### config.mk
export PLATFORM = sky130hd
export DESIGN_NAME = mips_multicycle_control_flat
export DESIGN_NICKNAME = d
export VERILOG_FILES = /design/src/rtl/mips_multicycle_control_if.sv /design/src/rtl/mips_multicycle_control.sv /design/src/flat_wrapper.sv
export SDC_FILE = /design/constraint.sdc
export NUM_CORES = 1
export LEC_CHECK = 0
export BUFFER_PORTS_ARGS = -buffer_cell sky130_fd_sc_hd__buf_4
export CAP_MARGIN = 20
export CORE_MARGIN = 10
export CORE_UTILIZATION = 35
export CTS_BUF_LIST = sky130_fd_sc_hd__clkbuf_4
export DETAILED_ROUTE_END_ITERATION = 12
export HOLD_SLACK_MARGIN = 0.12
export PLACE_DENSITY = 0.67
export SLEW_MARGIN = 20
export SYNTH_ARGS = -nofsm -noshare
export SYNTH_HDL_FRONTEND = slang
export SYNTH_SLANG_ARGS = --single-unit
### constraint.sdc
create_clock -name clk -period 2.2 [get_ports clk]
set_input_delay 0.44 -clock clk [delete_from_list [all_inputs] [get_ports clk]]
set_output_delay 0.44 -clock clk [all_outputs]
set_load 0.1 [all_outputs]
### src/rtl/mips_multicycle_control_if.sv
// mips_multicycle_control_if: opcode/handshake inputs and datapath control outputs of the main control FSM
interface mips_multicycle_control_if;
    logic [5:0] op;
    logic       mem_ready;
    logic       pcwrite;
    logic       branch;
    logic       iord;
    logic       memwrite;
    logic       irwrite;
    logic       regdst;
    logic       memtoreg;
    logic       regwrite;
    logic       alusrca;
    logic [1:0] alusrcb;
    logic [1:0] pcsrc;
    logic [1:0] aluop;
    logic       illegal_op;
    logic [3:0] state;

    modport master (
        input  op, mem_ready,
        output pcwrite, branch, iord, memwrite, irwrite, regdst, memtoreg, regwrite,
               alusrca, alusrcb, pcsrc, aluop, illegal_op, state
    );

    modport slave (
        output op, mem_ready,
        input  pcwrite, branch, iord, memwrite, irwrite, regdst, memtoreg, regwrite,
               alusrca, alusrcb, pcsrc, aluop, illegal_op, state
    );
endinterface

### src/rtl/mips_multicycle_control.sv
// mips_multicycle_control: main control FSM sequencing the multicycle MIPS datapath
module mips_multicycle_control #(
    parameter logic [5:0] OP_RTYPE = 6'b000000,
    parameter logic [5:0] OP_LW    = 6'b100011,
    parameter logic [5:0] OP_SW    = 6'b101011,
    parameter logic [5:0] OP_BEQ   = 6'b000100,
    parameter logic [5:0] OP_ADDI  = 6'b001000,
    parameter logic [5:0] OP_J     = 6'b000010
) (
    input  logic                            clk,
    input  logic                            reset,
    mips_multicycle_control_if.master       bus
);
    localparam logic [3:0] FETCH    = 4'd0;
    localparam logic [3:0] DECODE   = 4'd1;
    localparam logic [3:0] MEMADR   = 4'd2;
    localparam logic [3:0] MEMRD    = 4'd3;
    localparam logic [3:0] MEMWB    = 4'd4;
    localparam logic [3:0] MEMWR    = 4'd5;
    localparam logic [3:0] EXECUTE  = 4'd6;
    localparam logic [3:0] ALUWB    = 4'd7;
    localparam logic [3:0] BRANCH   = 4'd8;
    localparam logic [3:0] ADDIEXEC = 4'd9;
    localparam logic [3:0] ADDIWB   = 4'd10;
    localparam logic [3:0] JUMP     = 4'd11;

    logic [3:0] state_q, state_d;
    logic       pcwrite_s, branch_s, memwrite_s, irwrite_s, regwrite_s;

    // State register; reset drops straight to FETCH from anywhere
    always_ff @(posedge clk or posedge reset)
        if (reset) state_q <= FETCH;
        else       state_q <= state_d;

    // Next-state selection; only FETCH, MEMRD and MEMWR wait on memory
    always_comb begin
        state_d = FETCH;
        case (state_q)
            FETCH:    state_d = bus.mem_ready ? DECODE : FETCH;
            DECODE:   state_d = (bus.op == OP_LW || bus.op == OP_SW) ? MEMADR :
                                (bus.op == OP_RTYPE) ? EXECUTE :
                                (bus.op == OP_BEQ)   ? BRANCH :
                                (bus.op == OP_ADDI)  ? ADDIEXEC :
                                (bus.op == OP_J)     ? JUMP : FETCH;
            MEMADR:   state_d = (bus.op == OP_LW) ? MEMRD : (bus.op == OP_SW) ? MEMWR : FETCH;
            MEMRD:    state_d = bus.mem_ready ? MEMWB : MEMRD;
            MEMWR:    state_d = bus.mem_ready ? FETCH : MEMWR;
            EXECUTE:  state_d = ALUWB;
            BRANCH:   state_d = FETCH;
            ADDIEXEC: state_d = ADDIWB;
            JUMP:     state_d = FETCH;
            default:  state_d = FETCH;
        endcase
    end

    // Moore output decode; FETCH write enables follow mem_ready so the PC/IR load only on completion
    always_comb begin
        pcwrite_s    = 1'b0;
        branch_s     = 1'b0;
        memwrite_s   = 1'b0;
        irwrite_s    = 1'b0;
        regwrite_s   = 1'b0;
        bus.iord     = 1'b0;
        bus.regdst   = 1'b0;
        bus.memtoreg = 1'b0;
        bus.alusrca  = 1'b0;
        bus.alusrcb  = 2'b00;
        bus.pcsrc    = 2'b00;
        bus.aluop    = 2'b00;
        case (state_q)
            FETCH: begin
                bus.alusrcb = 2'b01;
                irwrite_s   = bus.mem_ready;
                pcwrite_s   = bus.mem_ready;
            end
            DECODE:   bus.alusrcb = 2'b11;
            MEMADR: begin
                bus.alusrca = 1'b1;
                bus.alusrcb = 2'b10;
            end
            MEMRD:    bus.iord = 1'b1;
            MEMWB: begin
                bus.memtoreg = 1'b1;
                regwrite_s   = 1'b1;
            end
            MEMWR: begin
                bus.iord   = 1'b1;
                memwrite_s = 1'b1;
            end
            EXECUTE: begin
                bus.alusrca = 1'b1;
                bus.aluop   = 2'b10;
            end
            ALUWB: begin
                bus.regdst = 1'b1;
                regwrite_s = 1'b1;
            end
            BRANCH: begin
                bus.alusrca = 1'b1;
                bus.aluop   = 2'b01;
                bus.pcsrc   = 2'b01;
                branch_s    = 1'b1;
            end
            ADDIEXEC: begin
                bus.alusrca = 1'b1;
                bus.alusrcb = 2'b10;
            end
            ADDIWB:   regwrite_s = 1'b1;
            JUMP: begin
                bus.pcsrc = 2'b10;
                pcwrite_s = 1'b1;
            end
            default: ;
        endcase
    end

    assign bus.pcwrite  = pcwrite_s  & ~reset;
    assign bus.branch   = branch_s   & ~reset;
    assign bus.memwrite = memwrite_s & ~reset;
    assign bus.irwrite  = irwrite_s  & ~reset;
    assign bus.regwrite = regwrite_s & ~reset;
    assign bus.state    = state_q;
    assign bus.illegal_op = (state_q == DECODE) &&
                            !(bus.op == OP_RTYPE || bus.op == OP_LW || bus.op == OP_SW ||
                              bus.op == OP_BEQ || bus.op == OP_ADDI || bus.op == OP_J);
endmodule
### src/flat_wrapper.sv
// flat-port wrapper written by rule: the top's interface ports become plain ports
module mips_multicycle_control_flat 
#(
    parameter logic [5:0] OP_RTYPE = 6'b000000,
    parameter logic [5:0] OP_LW    = 6'b100011,
    parameter logic [5:0] OP_SW    = 6'b101011,
    parameter logic [5:0] OP_BEQ   = 6'b000100,
    parameter logic [5:0] OP_ADDI  = 6'b001000,
    parameter logic [5:0] OP_J     = 6'b000010
)
  (clk, reset, bus_op, bus_mem_ready, bus_pcwrite, bus_branch, bus_iord, bus_memwrite, bus_irwrite, bus_regdst, bus_memtoreg, bus_regwrite, bus_alusrca, bus_alusrcb, bus_pcsrc, bus_aluop, bus_illegal_op, bus_state);
  mips_multicycle_control_if bus_i ();
  input  logic clk;
  input  logic reset;
  input wire logic [$bits(bus_i.op)-1:0] bus_op;
  input wire logic [$bits(bus_i.mem_ready)-1:0] bus_mem_ready;
  output wire logic [$bits(bus_i.pcwrite)-1:0] bus_pcwrite;
  output wire logic [$bits(bus_i.branch)-1:0] bus_branch;
  output wire logic [$bits(bus_i.iord)-1:0] bus_iord;
  output wire logic [$bits(bus_i.memwrite)-1:0] bus_memwrite;
  output wire logic [$bits(bus_i.irwrite)-1:0] bus_irwrite;
  output wire logic [$bits(bus_i.regdst)-1:0] bus_regdst;
  output wire logic [$bits(bus_i.memtoreg)-1:0] bus_memtoreg;
  output wire logic [$bits(bus_i.regwrite)-1:0] bus_regwrite;
  output wire logic [$bits(bus_i.alusrca)-1:0] bus_alusrca;
  output wire logic [$bits(bus_i.alusrcb)-1:0] bus_alusrcb;
  output wire logic [$bits(bus_i.pcsrc)-1:0] bus_pcsrc;
  output wire logic [$bits(bus_i.aluop)-1:0] bus_aluop;
  output wire logic [$bits(bus_i.illegal_op)-1:0] bus_illegal_op;
  output wire logic [$bits(bus_i.state)-1:0] bus_state;
  assign bus_i.op = bus_op;
  assign bus_i.mem_ready = bus_mem_ready;
  assign bus_pcwrite = bus_i.pcwrite;
  assign bus_branch = bus_i.branch;
  assign bus_iord = bus_i.iord;
  assign bus_memwrite = bus_i.memwrite;
  assign bus_irwrite = bus_i.irwrite;
  assign bus_regdst = bus_i.regdst;
  assign bus_memtoreg = bus_i.memtoreg;
  assign bus_regwrite = bus_i.regwrite;
  assign bus_alusrca = bus_i.alusrca;
  assign bus_alusrcb = bus_i.alusrcb;
  assign bus_pcsrc = bus_i.pcsrc;
  assign bus_aluop = bus_i.aluop;
  assign bus_illegal_op = bus_i.illegal_op;
  assign bus_state = bus_i.state;
  mips_multicycle_control #(.OP_RTYPE(OP_RTYPE), .OP_LW(OP_LW), .OP_SW(OP_SW), .OP_BEQ(OP_BEQ), .OP_ADDI(OP_ADDI), .OP_J(OP_J)) u_core (.clk(clk), .reset(reset), .bus(bus_i));
endmodule
Word-level counts from Yosys, hierarchy flattened
Index checks and enable logic that the tools add are counted.
- add/sub/neg operators: 0
- $mul: 0
- div/mod/pow operators: 0
- $lt $le $gt $ge: 0
- eq/ne operators: 16
- shift operators: 0
- muxes and demuxes: 23
- bitwise logic cells: 6
- reductions and logical operators: 14
- operators with widths (kind ; number):
    $pmux 4 s7 ; 1
    $mux 4 ; 6
    $eq 4x3->1 const B ; 4
    $eq 4x4->1 const B ; 4
    $eq 6x6->1 const B ; 2
    $mux 1 ; 9
    $mux 3 ; 3
    $eq 4x2->1 const B ; 2
    $pmux 2 s2 ; 2
    $eq 6x2->1 const B ; 1
    $eq 6x3->1 const B ; 1
    $eq 6x4->1 const B ; 1
    $logic_not 6->1 ; 1
    $logic_or 1x1->1 ; 6
    $pmux 2 s3 ; 1
    $and 1x1->1 ; 5
    $eq 4x1->1 const B ; 1
    $logic_not 4->1 ; 1
    $reduce_or 2->1 ; 2
    $reduce_or 4->1 ; 1
    $reduce_or 3->1 ; 1
    $pmux 1 s2 ; 1
    $logic_and 1x1->1 ; 1
    $logic_not 1->1 ; 1
    $not 1->1 ; 1
- flip-flop bits (word level): 4
- latch bits: 0
- memory bits (writable): 0
- bits in read-only memories: 0
- bits of input ports: 9
- output and inout bits: 20
- word-level logic and storage cells: 60
- memories kept: 0

Depth between registers and ports, before layout
Gate-level depths: netlist of the first run.
- depth in word-level cells: 8
- depth in mapped cells: 5

Worst setup path before layout of the first run
OpenSTA, ideal clock, no wires.
- kind: flip-flop to output port
- start point: reg u_core.state_q[2] (netlist: u_core.bus.state[2])
- end point: out bus_illegal_op
- arrival: 4.192 ns
- required time: 1.760 ns
- slack: -2.432 ns
- stages on the path, launching flop included: 4
- path buffers: 1
- cell sequence: dfrtp_1 -> clkbuf_1 -> nor2_1 -> nor4bb_1
- word-level cells in the longest chain between the ends: 2
- RTL lines (item ; line ; text):
    start, declared ; mips_multicycle_control.sv:27 ; logic [3:0] state_q, state_d;
    start signal, assigned ; mips_multicycle_control.sv:33 ; else state_q <= state_d;
    $eq 4x1->1 ; mips_multicycle_control.sv:123 ; assign bus.illegal_op = (state_q == DECODE) &&
    $logic_and 1x1->1 ; mips_multicycle_control.sv:123 ;
    end, declared ; flat_wrapper.sv:29 ; output wire logic [$bits(bus_i.illegal_op)-1:0] bus_illegal_op;
Every way passes these cells.

Final worst setup path of the first run
- start point: reg u_core.state_q[1] (netlist: u_core.bus.state[1])
- end point: out bus_memwrite
- word-level cells in the longest chain between the ends: 3
- RTL lines (item ; line ; text):
    $eq 4x3->1 ; mips_multicycle_control.sv:70 ; case (state_q)
    $mux 1 ; mips_multicycle_control.sv:70 ;
    $and 1x1->1 ; mips_multicycle_control.sv:119 ; assign bus.memwrite = memwrite_s & ~reset;
    end, declared ; flat_wrapper.sv:20 ; output wire logic [$bits(bus_i.memwrite)-1:0] bus_memwrite;
Every way passes these cells.

==> results of run 1 <==
[power groups by stage]
stage	Sequential (mW)	Combinational, mW	Clock [mW]
after floorplan	0.120	0.196	0
after detailed placement	0.0956	0.285	0
final	0.0946	0.291	0.0908
after global routing	0.0957	0.305	0.101
after global placement	0.0952	0.283	0
after CTS	0.0946	0.285	0.0940
[what timing repair did]
action                     in CTS  in global routing
setup endpoints to repair       0                  3
buffers inserted                0                  0
resized for setup               0                  3
[worst paths after layout]
check | to | slack [ns] | depth (start not counted)
worst max-delay path | bus_memwrite | 0.07 | 4
worst min-delay path | u_core.bus.state[1] | 0.18 | 2
worst max register to register | u_core.bus.state[0] | 0.63 | 5
worst min register to register | u_core.bus.state[3] | 0.65 | 1
max in group asynchronous | u_core.bus.state[3] | 1.85 | 2
min in group clk | u_core.bus.state[2] | 0.55 | 3
[cell families (layout without fill, tap and decap cells)]
group	count (synthesis)	after routing	synth area share [%]
buffers and inverters	6	37	5.601
xor gates and xnor gates	3	3	5.601
and+or+nand+nor	41	41	46.40
DFF	4	4	21.33
AOI/OAI and AO/OA	16	16	21.07
[through the flow]
| step | util (%) | setup TNS (ns) | instances | hold slack (ns) | setup slack [ns] |
|---|---|---|---|---|---|
| 6_report | 70.69 | 0 | 116 | 0.1790 | 0.06672 |
| 5_1_grt | 70.69 | 0 | 116 | 0.1880 | 0.003866 |
| 4_1_cts | 69.82 | 0 | 116 | 0.1763 | 0.04272 |
| 3_5_place_dp | 68.06 | 0 | 113 | 0.4251 | 0.06101 |
| 3_3_place_gp | 68.06 | 0 | 113 | 0.4191 | 0.1164 |
| 2_1_floorplan | - | -1.680 | 70 | 0.2062 | -0.3395 |
[critical path, delay by kind of cell, from the launching register on]
kind,cells,cell delay [ns]
buffers and inverters,2,0.53
AND/OR/NAND/NOR,2,0.39
flip-flops,1,0.53
[layer usage]
layer	wire, µm	vias up	GRT usage, %
li1	-	319	-
met5	0	-	0
met3	101	2	3.820
met1	748	314	14.16
met4	17	0	7.216
met2	966	19	18.65
[cell usage after synthesis, drive strengths merged, types with 2 or more instances]
cell type	n
xor2	2
inv	2
nor2	11
nor3	9
o21ai	4
nand3	3
nand2	4
dfrtp	4
nand2b	6
nor4	2
a31oi	2
buf	2
a21oi	4
clkbuf	2
[final cells by class]
type,count,area share [%]
multi-input combinational,60,54.27
timing repair buffer,32,27.69
sequential,4,12.67
clock buffer,3,2.479
tap,15,2.066
inverter,2,0.8264
==> summary.txt, run 1 <==
Floorplan
  – Overall die height: 56.62 µm
  – Initial Utilization: 36.51%
  – # rows: 13
  – Die area: 0.003205 mm²
  – # IOs: 29
  – Die Wd: 56.62 µm
  – Core region area: 0.001285 mm²

Run
  – Max_cap viols: 0

Cells and area
  – Commonest non-fill, non-tap cell in the layout: buf_4
  – Nets: 112
  – Layout area overhead: 93.60%
  – Area occupied by multi-input gates: 493.0 µm²
  – Filler cells: 115
  – Proportion of layout cells with a drive suffix above 1: 60.40%
  – Reg area: 115.1 µm²
  – Commonest cells after routing, fill and taps aside: buf_4, nor2_1, nor3_4
  – Max FFs per register: 4
  – Design Area, Final: 908.4 µm²
  – Ant diodes: 0

Setup path
  – Crit path DAT: 1.69 ns
  – CP Cell Sequence: nand2b_1, buf_4, nor3_4, buf_4
  – Required @ worst endpoint: 1.76 ns
  – Worst setup SP type: flip-flop
  – FF-to-FF Start: u_core.bus.state[1]
  – Crit-path max cell delay: 0.53 ns
  – Critical path's slowest cell: dfrtp_4
  – Setup Crit Path Kind: flip-flop to output port
  – CP Capture Type: output port
  – Crit-path most repeated cell: buf_4
  – Critical path peak fanout: 9
  – Critical path origin: u_core.bus.state[1]

STA
  – Worst slew pin tran: 0.3219 ns
  – Slew HR: 78.26%
  – Fmax: 0.4688 GHz
  – Setup-failing EPs final: 0
  – Min cycle time layout: 2.133 ns
  – Period utilisation layout: 96.97%
  – Skew final: 0.002071 ns
  – RSZ-0062 raised after global routing: no
  – Final hold violation count: 0
  – Slew Viols, Final: 0

Clock network
  – CTS Hold Bufs: 0
  – Insertion delay to the later sink of the worst-skew pair: 0.23 ns
  – TritonCTS Buffers: 3
  – CTS tree: yes
  – Clock Sink Count: 4
  – CTS root buf: clkbuf_4
  – CTS max path bufs: 2
  – Clock Pin Slew Worst Setup and Hold Paths: 0.04 ns
  – CTS H-tree lvls: 1

Synth
  – Post-synthesis sequential area ratio: 21.33%
  – Post-synth EDFFs: 0
  – Asr flop ratio synth: 100.0%
  – Synth top area share: 21.33%
  – Syn Nets: 79
  – Cell area after synthesis: 469.2 µm²
  – Syn_area_per_cell: 6.703 µm²
  – Synth Warn #: 0
  – Area contributors post-synth: dfrtp_1, nor2_1, nor3_1
  – Yosys cell types: 30
  – Post-Synthesis Cells: 70
  – Biggest area consumer among synthesized cells: dfrtp_1
  – #FFs+latches synth: 4
  – Commonest register cell after synthesis: dfrtp_1

Power and ir drop
  – Comb power frac: 61.0%
  – Power Internal: 220.3 µW
  – Sw Share: 53.72%
  – Pleak: 0.3673 nW
  – VDD IR-drop max: 0.0003268 V
  – Clock Power Share: 19.1%
  – Net switching power of the design: 255.7 µW
  – Cell Pwr Density: 523.9 mW/mm²
  – Overall Power: 475.9 µW
  – Reg power frac: 19.9%

Place
  – Input/output buffers: 28
  – Hpwl dp: 1506 µm
  – DP Area: 874.6 µm²
  – Placer Congestion: 0.8749

GRT
  – Total Routing Usage GR: 12.12%
  – Global-route wire length before repair: 3222 µm
  – Total gr overflow: 0
  – Vias in the first global route: 674
  – Largest net degree at the start of global routing: 12
  – Initial antenna violation count: 0

Routing
  – # DRC: 0
  – Vias: 654
  – Drt total wl: 1834 µm
  – Via/cell ratio: 5.638
  – Drt wl/cell: 15.81 µm
  – Post-route ant nets: 0
  – Drt initial violations: 17
  – TritonRoute pass-1 iters: 4

Worst hold path
  – Worst min-delay path class: input pin to async pin

Run status
  – Status: completed
No activity file was read; power rests on OpenSTA's default activity.
==> inputs of run 2 (changes only) <==
--- a/config.mk
+++ b/config.mk
@@ -5,6 +5,7 @@
 export SDC_FILE = /design/constraint.sdc
 export NUM_CORES = 1
 export LEC_CHECK = 0
+export ABC_AREA = 1
 export BUFFER_PORTS_ARGS = -buffer_cell sky130_fd_sc_hd__buf_4
 export CAP_MARGIN = 20
 export CORE_MARGIN = 10
@@ -12,7 +13,7 @@
 export CTS_BUF_LIST = sky130_fd_sc_hd__clkbuf_4
 export DETAILED_ROUTE_END_ITERATION = 12
 export HOLD_SLACK_MARGIN = 0.12
-export PLACE_DENSITY = 0.67
+export PLACE_DENSITY = 0.66
 export SLEW_MARGIN = 20
 export SYNTH_ARGS = -nofsm -noshare
 export SYNTH_HDL_FRONTEND = slang
==> summary.txt, run 2 <==
Setup path
  – Crit-path max cell delay: 0.50 ns
  – Worst path bufs/invs: 1
  – Worst setup SP type: flip-flop
  – Setup Crit Path Kind: flip-flop to output port
  – Required @ worst endpoint: 1.76 ns
  – CP Cell Sequence: nor2_1, nand3_1, o21ai_4, buf_4
  – Cell family with the largest share of critical-path delay: flip-flops
  – Critical path peak fanout: 5
  – Critical path's slowest cell: dfrtp_4
  – CP Capture Type: output port
  – Crit path DAT: 1.71 ns

Clock network
  – Clock Sink Count: 4
  – Clock Pin Slew Worst Setup and Hold Paths: 0.04 ns
  – TritonCTS Buffers: 3
  – CTS tree: yes
  – CTS H-tree lvls: 1
  – CTS root buf: clkbuf_4
  – CTS max path bufs: 2
  – Setup repair bufs after CTS: 0
  – Insertion delay to the later sink of the worst-skew pair: 0.24 ns

Power and ir drop
  – Pleak: 0.4719 nW
  – Cell Pwr Density: 511.0 mW/mm²
  – VDD IR-drop max: 0.0003318 V

Cells and area
  – Filler cells: 129
  – Nets: 136
  – Commonest cells after routing, fill and taps aside: buf_4, inv_1, nand2_1, nor2_1, nand3_1
  – Commonest non-fill, non-tap cell in the layout: buf_4
  – Layout area overhead: 77.42%
  – Non-Filler Instances: 140
  – Max FFs per register: 4
  – Proportion of layout cells with a drive suffix above 1: 51.20%
  – Ant diodes: 0

Synth
  – Asr flop ratio synth: 100.0%
  – Biggest area consumer among synthesized cells: dfrtp_1
  – Post-synth EDFFs: 0
  – #FFs+latches synth: 4
  – Post-Synthesis Cells: 94
  – Area contributors post-synth: dfrtp_1, nor2_1, inv_1
  – Synth Warn #: 0
  – Syn Nets: 103
  – Post-synthesis sequential area ratio: 19.85%
  – Cell area after synthesis: 504.2 µm²
  – Most frequent cell after synthesis: nor2_1
  – Synth cell count leaders: nor2_1, inv_1, nand2_1
  – Synth top area share: 19.85%
  – Syn_area_per_cell: 5.364 µm²
  – Yosys cell types: 12
  – Commonest register cell after synthesis: dfrtp_1

STA
  – Final hold violation count: 0
  – Worst hold slack: 0.1947 ns
  – Setup-failing EPs final: 0
  – Skew final: 0.001683 ns
  – RSZ-0062 raised after global routing: no
  – Fmax: 0.4656 GHz
  – Final worst slack: 0.05239 ns
  – Worst slew pin tran: 0.2866 ns
  – Slew HR: 80.82%
  – Period utilisation layout: 97.62%
  – Slew Viols, Final: 0
  – Min cycle time layout: 2.148 ns

GRT
  – Total Routing Usage GR: 10.18%
  – Global-route wire length before repair: 2766 µm
  – Initial antenna violation count: 0
  – Largest net degree at the start of global routing: 8
  – Total gr overflow: 0
  – Vias in the first global route: 664

Place
  – Hpwl dp: 1519 µm
  – Setup WS pre-CTS: 0.2739 ns
  – Placer Congestion: 0.8074
  – Input/output buffers: 28
  – Placed cells: 137

Routing
  – Via/cell ratio: 4.843
  – # DRC: 0
  – Vias: 678
  – TritonRoute pass-1 iters: 4
  – Drt wl/cell: 12.31 µm
  – Drt initial violations: 12
  – Drt total wl: 1724 µm
  – Post-route ant nets: 0

Floorplan
  – Initial Utilization: 37.80%
  – Die Wd: 57.96 µm
  – # rows: 13
  – # IOs: 29
  – Core region area: 0.001334 mm²
  – Overall die height: 57.96 µm
  – Die area: 0.003359 mm²

Run status
  – Status: completed

Worst hold path
  – Worst min-delay path class: input pin to async pin

Run
  – Max_cap viols: 0
run 2: report_power, final:
group,internal (mW),leakage [nW],total [mW],switching (mW)
Combinational,0.0673,0.411,0.273,0.206
Clock,0.0612,0.0138,0.0939,0.0327
Sequential,0.0812,0.0470,0.0900,0.00876
run 2: kinds of logic (layout without fill, tap and decap cells):
family / count (synthesis) / after routing / share of synthesized area (%)
flops: 4 / 4 / 19.85
compound gates: 7 / 7 / 6.947
simple gates: 62 / 62 / 57.57
buf+inv: 21 / 52 / 15.63
run 2: path summary, 6_finish.rpt:
check	depth (start not counted)	from	slack, ns	end
worst max register to register	5	u_core.bus.state[2]	0.87	u_core.bus.state[0]
worst min-delay path	2	reset	0.19	u_core.bus.state[3]
min in group clk	3	bus_mem_ready	0.49	u_core.bus.state[2]
worst max-delay path	4	u_core.bus.state[0]	0.05	bus_pcwrite
worst min register to register	3	u_core.bus.state[3]	0.73	u_core.bus.state[2]
max in group asynchronous	2	reset	1.78	u_core.bus.state[2]
run 2: final cells by class:
| cell class | instances | area, µm² | area share (%) |
|---|---|---|---|
| Timing Repair Buffer | 28 | 226.5 | 25.31 |
| Multi-Input combinational cell | 69 | 425.4 | 47.55 |
| Sequential cell | 4 | 115.1 | 12.87 |
| Tap cell | 15 | 18.77 | 2.098 |
| Inverter | 21 | 86.33 | 9.650 |
| Clock buffer | 3 | 22.52 | 2.517 |
run 2: routing by layer:
metal / track usage (%) / part of all wire [%]
met5: 0 / 0
met4: 7.047 / 1.4
met3: 2.614 / 6.0
met2: 17.02 / 52
met1: 10.91 / 41
run 2: timing repair:
| item | in CTS | in global routing |
|---|---|---|
| hold buffers | 0 | 0 |
| gates resized for setup | 0 | 5 |
| endpoints found under the setup margin | 0 | 2 |
run 2: through the flow:
| step | total power [mW] | cell area (µm²) | util (%) | setup TNS (ns) |
|---|---|---|---|---|
| after floorplan | 0.2972 | 626.9 | - | -0.8764 |
| after global placement | 0.3539 | 855.8 | 64.17 | 0 |
| after detailed placement | 0.3557 | 855.8 | 64.17 | 0 |
| after CTS | 0.4514 | 878.3 | 65.85 | 0 |
| after global routing | 0.4752 | 894.6 | 67.07 | 0 |
| final | 0.4571 | 894.6 | 67.07 | 0 |
==> inputs of run 3 (changes only) <==
--- a/config.mk
+++ b/config.mk
@@ -13,8 +13,7 @@
 export CTS_BUF_LIST = sky130_fd_sc_hd__clkbuf_4
 export DETAILED_ROUTE_END_ITERATION = 12
 export HOLD_SLACK_MARGIN = 0.12
-export PLACE_DENSITY = 0.66
-export SLEW_MARGIN = 20
+export PLACE_DENSITY_LB_ADDON = 0.2
 export SYNTH_ARGS = -nofsm -noshare
 export SYNTH_HDL_FRONTEND = slang
 export SYNTH_SLANG_ARGS = --single-unit
==> summary.txt, run 3 (synthesized netlist as in run 2, its figures left out) <==
Setup path
  – Critical path's slowest cell: dfrtp_4
  – Worst path bufs/invs: 3
  – Crit path DAT: 1.66 ns
  – Worst setup SP type: flip-flop
  – Setup Crit Path Kind: flip-flop to output port
  – CP Cell Sequence: nor2_1, inv_1, nor2_4, inv_2, nor2_4, buf_4
  – Required @ worst endpoint: 1.76 ns
  – Crit-path most repeated cell: nor2_4
  – Critical path peak fanout: 5
  – CP Capture Type: output port
  – Crit-path max cell delay: 0.50 ns
  – R2R Setup Slk: 0.84 ns
  – Cell family with the largest share of critical-path delay: flip-flops

Clock network
  – CTS root buf: clkbuf_4
  – CTS tree: yes
  – Clock Pin Slew Worst Setup and Hold Paths: 0.04 ns
  – CTS H-tree lvls: 1
  – CTS max path bufs: 2
  – Clock Sink Count: 4
  – TritonCTS Buffers: 3
  – Insertion delay to the later sink of the worst-skew pair: 0.23 ns

Routing
  – Drt initial violations: 22
  – Vias: 682
  – Drt wl/cell: 11.74 µm
  – Via/cell ratio: 4.837
  – # DRC: 0
  – Drt total wl: 1655 µm
  – TritonRoute pass-1 iters: 4
  – Post-route ant nets: 0

STA
  – Final worst slack: 0.09789 ns
  – Fmax: 0.4757 GHz
  – Min cycle time layout: 2.102 ns
  – Period utilisation layout: 95.55%
  – Slew Viols, Final: 0
  – Final hold violation count: 0
  – Worst slew pin tran: 0.3054 ns
  – Setup-failing EPs final: 0
  – Skew final: 0.001853 ns
  – Slew HR: 79.56%
  – RSZ-0062 raised after global routing: no
  – TNS Setup: 0 ns

Floorplan
  – # rows: 13
  – Die Wd: 57.96 µm
  – Initial Utilization: 37.80%
  – # IOs: 29
  – Core region area: 0.001334 mm²
  – Die area: 0.003359 mm²
  – Overall die height: 57.96 µm

Power and ir drop
  – Comb power frac: 60.6%
  – Net switching power of the design: 246.0 µW
  – Cell Pwr Density: 506.5 mW/mm²
  – Power Internal: 212.9 µW
  – Sw Share: 53.61%
  – Reg power frac: 19.6%
  – Clock Power Share: 19.8%
  – VDD IR-drop max: 0.0003190 V
  – Pleak: 0.4788 nW

Cells and area
  – Commonest non-fill, non-tap cell in the layout: buf_4
  – Layout area overhead: 79.65%
  – Ant diodes: 0
  – Max FFs per register: 4
  – Commonest cells after routing, fill and taps aside: buf_4, inv_1, nand2_1, nor2_1, nand3_1
  – Final Util: 67.92%
  – Nets: 137
  – Filler cells: 132
  – Reg area: 115.1 µm²
  – Non-Filler Instances: 141
  – Area occupied by multi-input gates: 425.4 µm²
  – Proportion of layout cells with a drive suffix above 1: 51.59%

Place
  – Placed cells: 137
  – Setup WS pre-CTS: 0.2421 ns
  – Input/output buffers: 28
  – Placer Congestion: 0.8337
  – Hpwl dp: 1441 µm

GRT
  – Total Routing Usage GR: 10.62%
  – Global-route wire length before repair: 3008 µm
  – Initial antenna violation count: 0
  – Total gr overflow: 0
  – Largest net degree at the start of global routing: 8
  – Vias in the first global route: 686

Run
  – Max_cap viols: 0

Run status
  – Status: completed

Worst hold path
  – Worst min-delay path class: input pin to async pin
==> run 3: per-layer routing <==
metal  wire [µm]  track usage [%]
met1         646            11.52
met2         851            17.79
met3         146            3.704
met4          10            5.369
met5           0                0
==> run 3: final timing paths <==
path                                      from                  end  cells past startpoint
min in group clk                 bus_mem_ready  u_core.bus.state[2]                      3
max                        u_core.bus.state[0]           bus_branch                      6
max in group asynchronous                reset  u_core.bus.state[2]                      2
min reg2reg                u_core.bus.state[0]  u_core.bus.state[3]                      2
min                                      reset  u_core.bus.state[1]                      2
max reg2reg                u_core.bus.state[2]  u_core.bus.state[0]                      5
==> run 3: power by group through the flow <==
stage	registers [mW]	clock network [mW]	logic [mW]
detailed placement	0.0911	0	0.265
finish	0.0899	0.0908	0.278
global route	0.0907	0.0994	0.292
floorplan	0.122	0	0.175
global placement	0.0903	0	0.264
CTS	0.0899	0.0930	0.268
==> run 3: final cells by class <==
class,count,share of cell area (%)
multi-input cells,69,46.96
well taps,15,2.072
inverters,21,9.530
flip-flops and latches,4,12.71
clock buffers,3,2.486
repair buffers,29,26.24
==> run 3: what timing repair did <==
action	in CTS	in global routing
buffers inserted	0	1
setup endpoints to repair	1	3
pin swaps	0	2
resized for setup	1	5
hold buffers	0	0
==> run 3: metrics by stage <==
step / power (mW) / area (µm²) / hold slack, ns
after detailed placement: 0.3558 / 855.8 / 0.4479
after global placement: 0.3544 / 855.8 / 0.4456
after floorplan: 0.2972 / 626.9 / 0.2373
final: 0.4589 / 905.9 / 0.1970
after global routing: 0.4825 / 905.9 / 0.2260
after CTS: 0.4507 / 882.1 / 0.2007
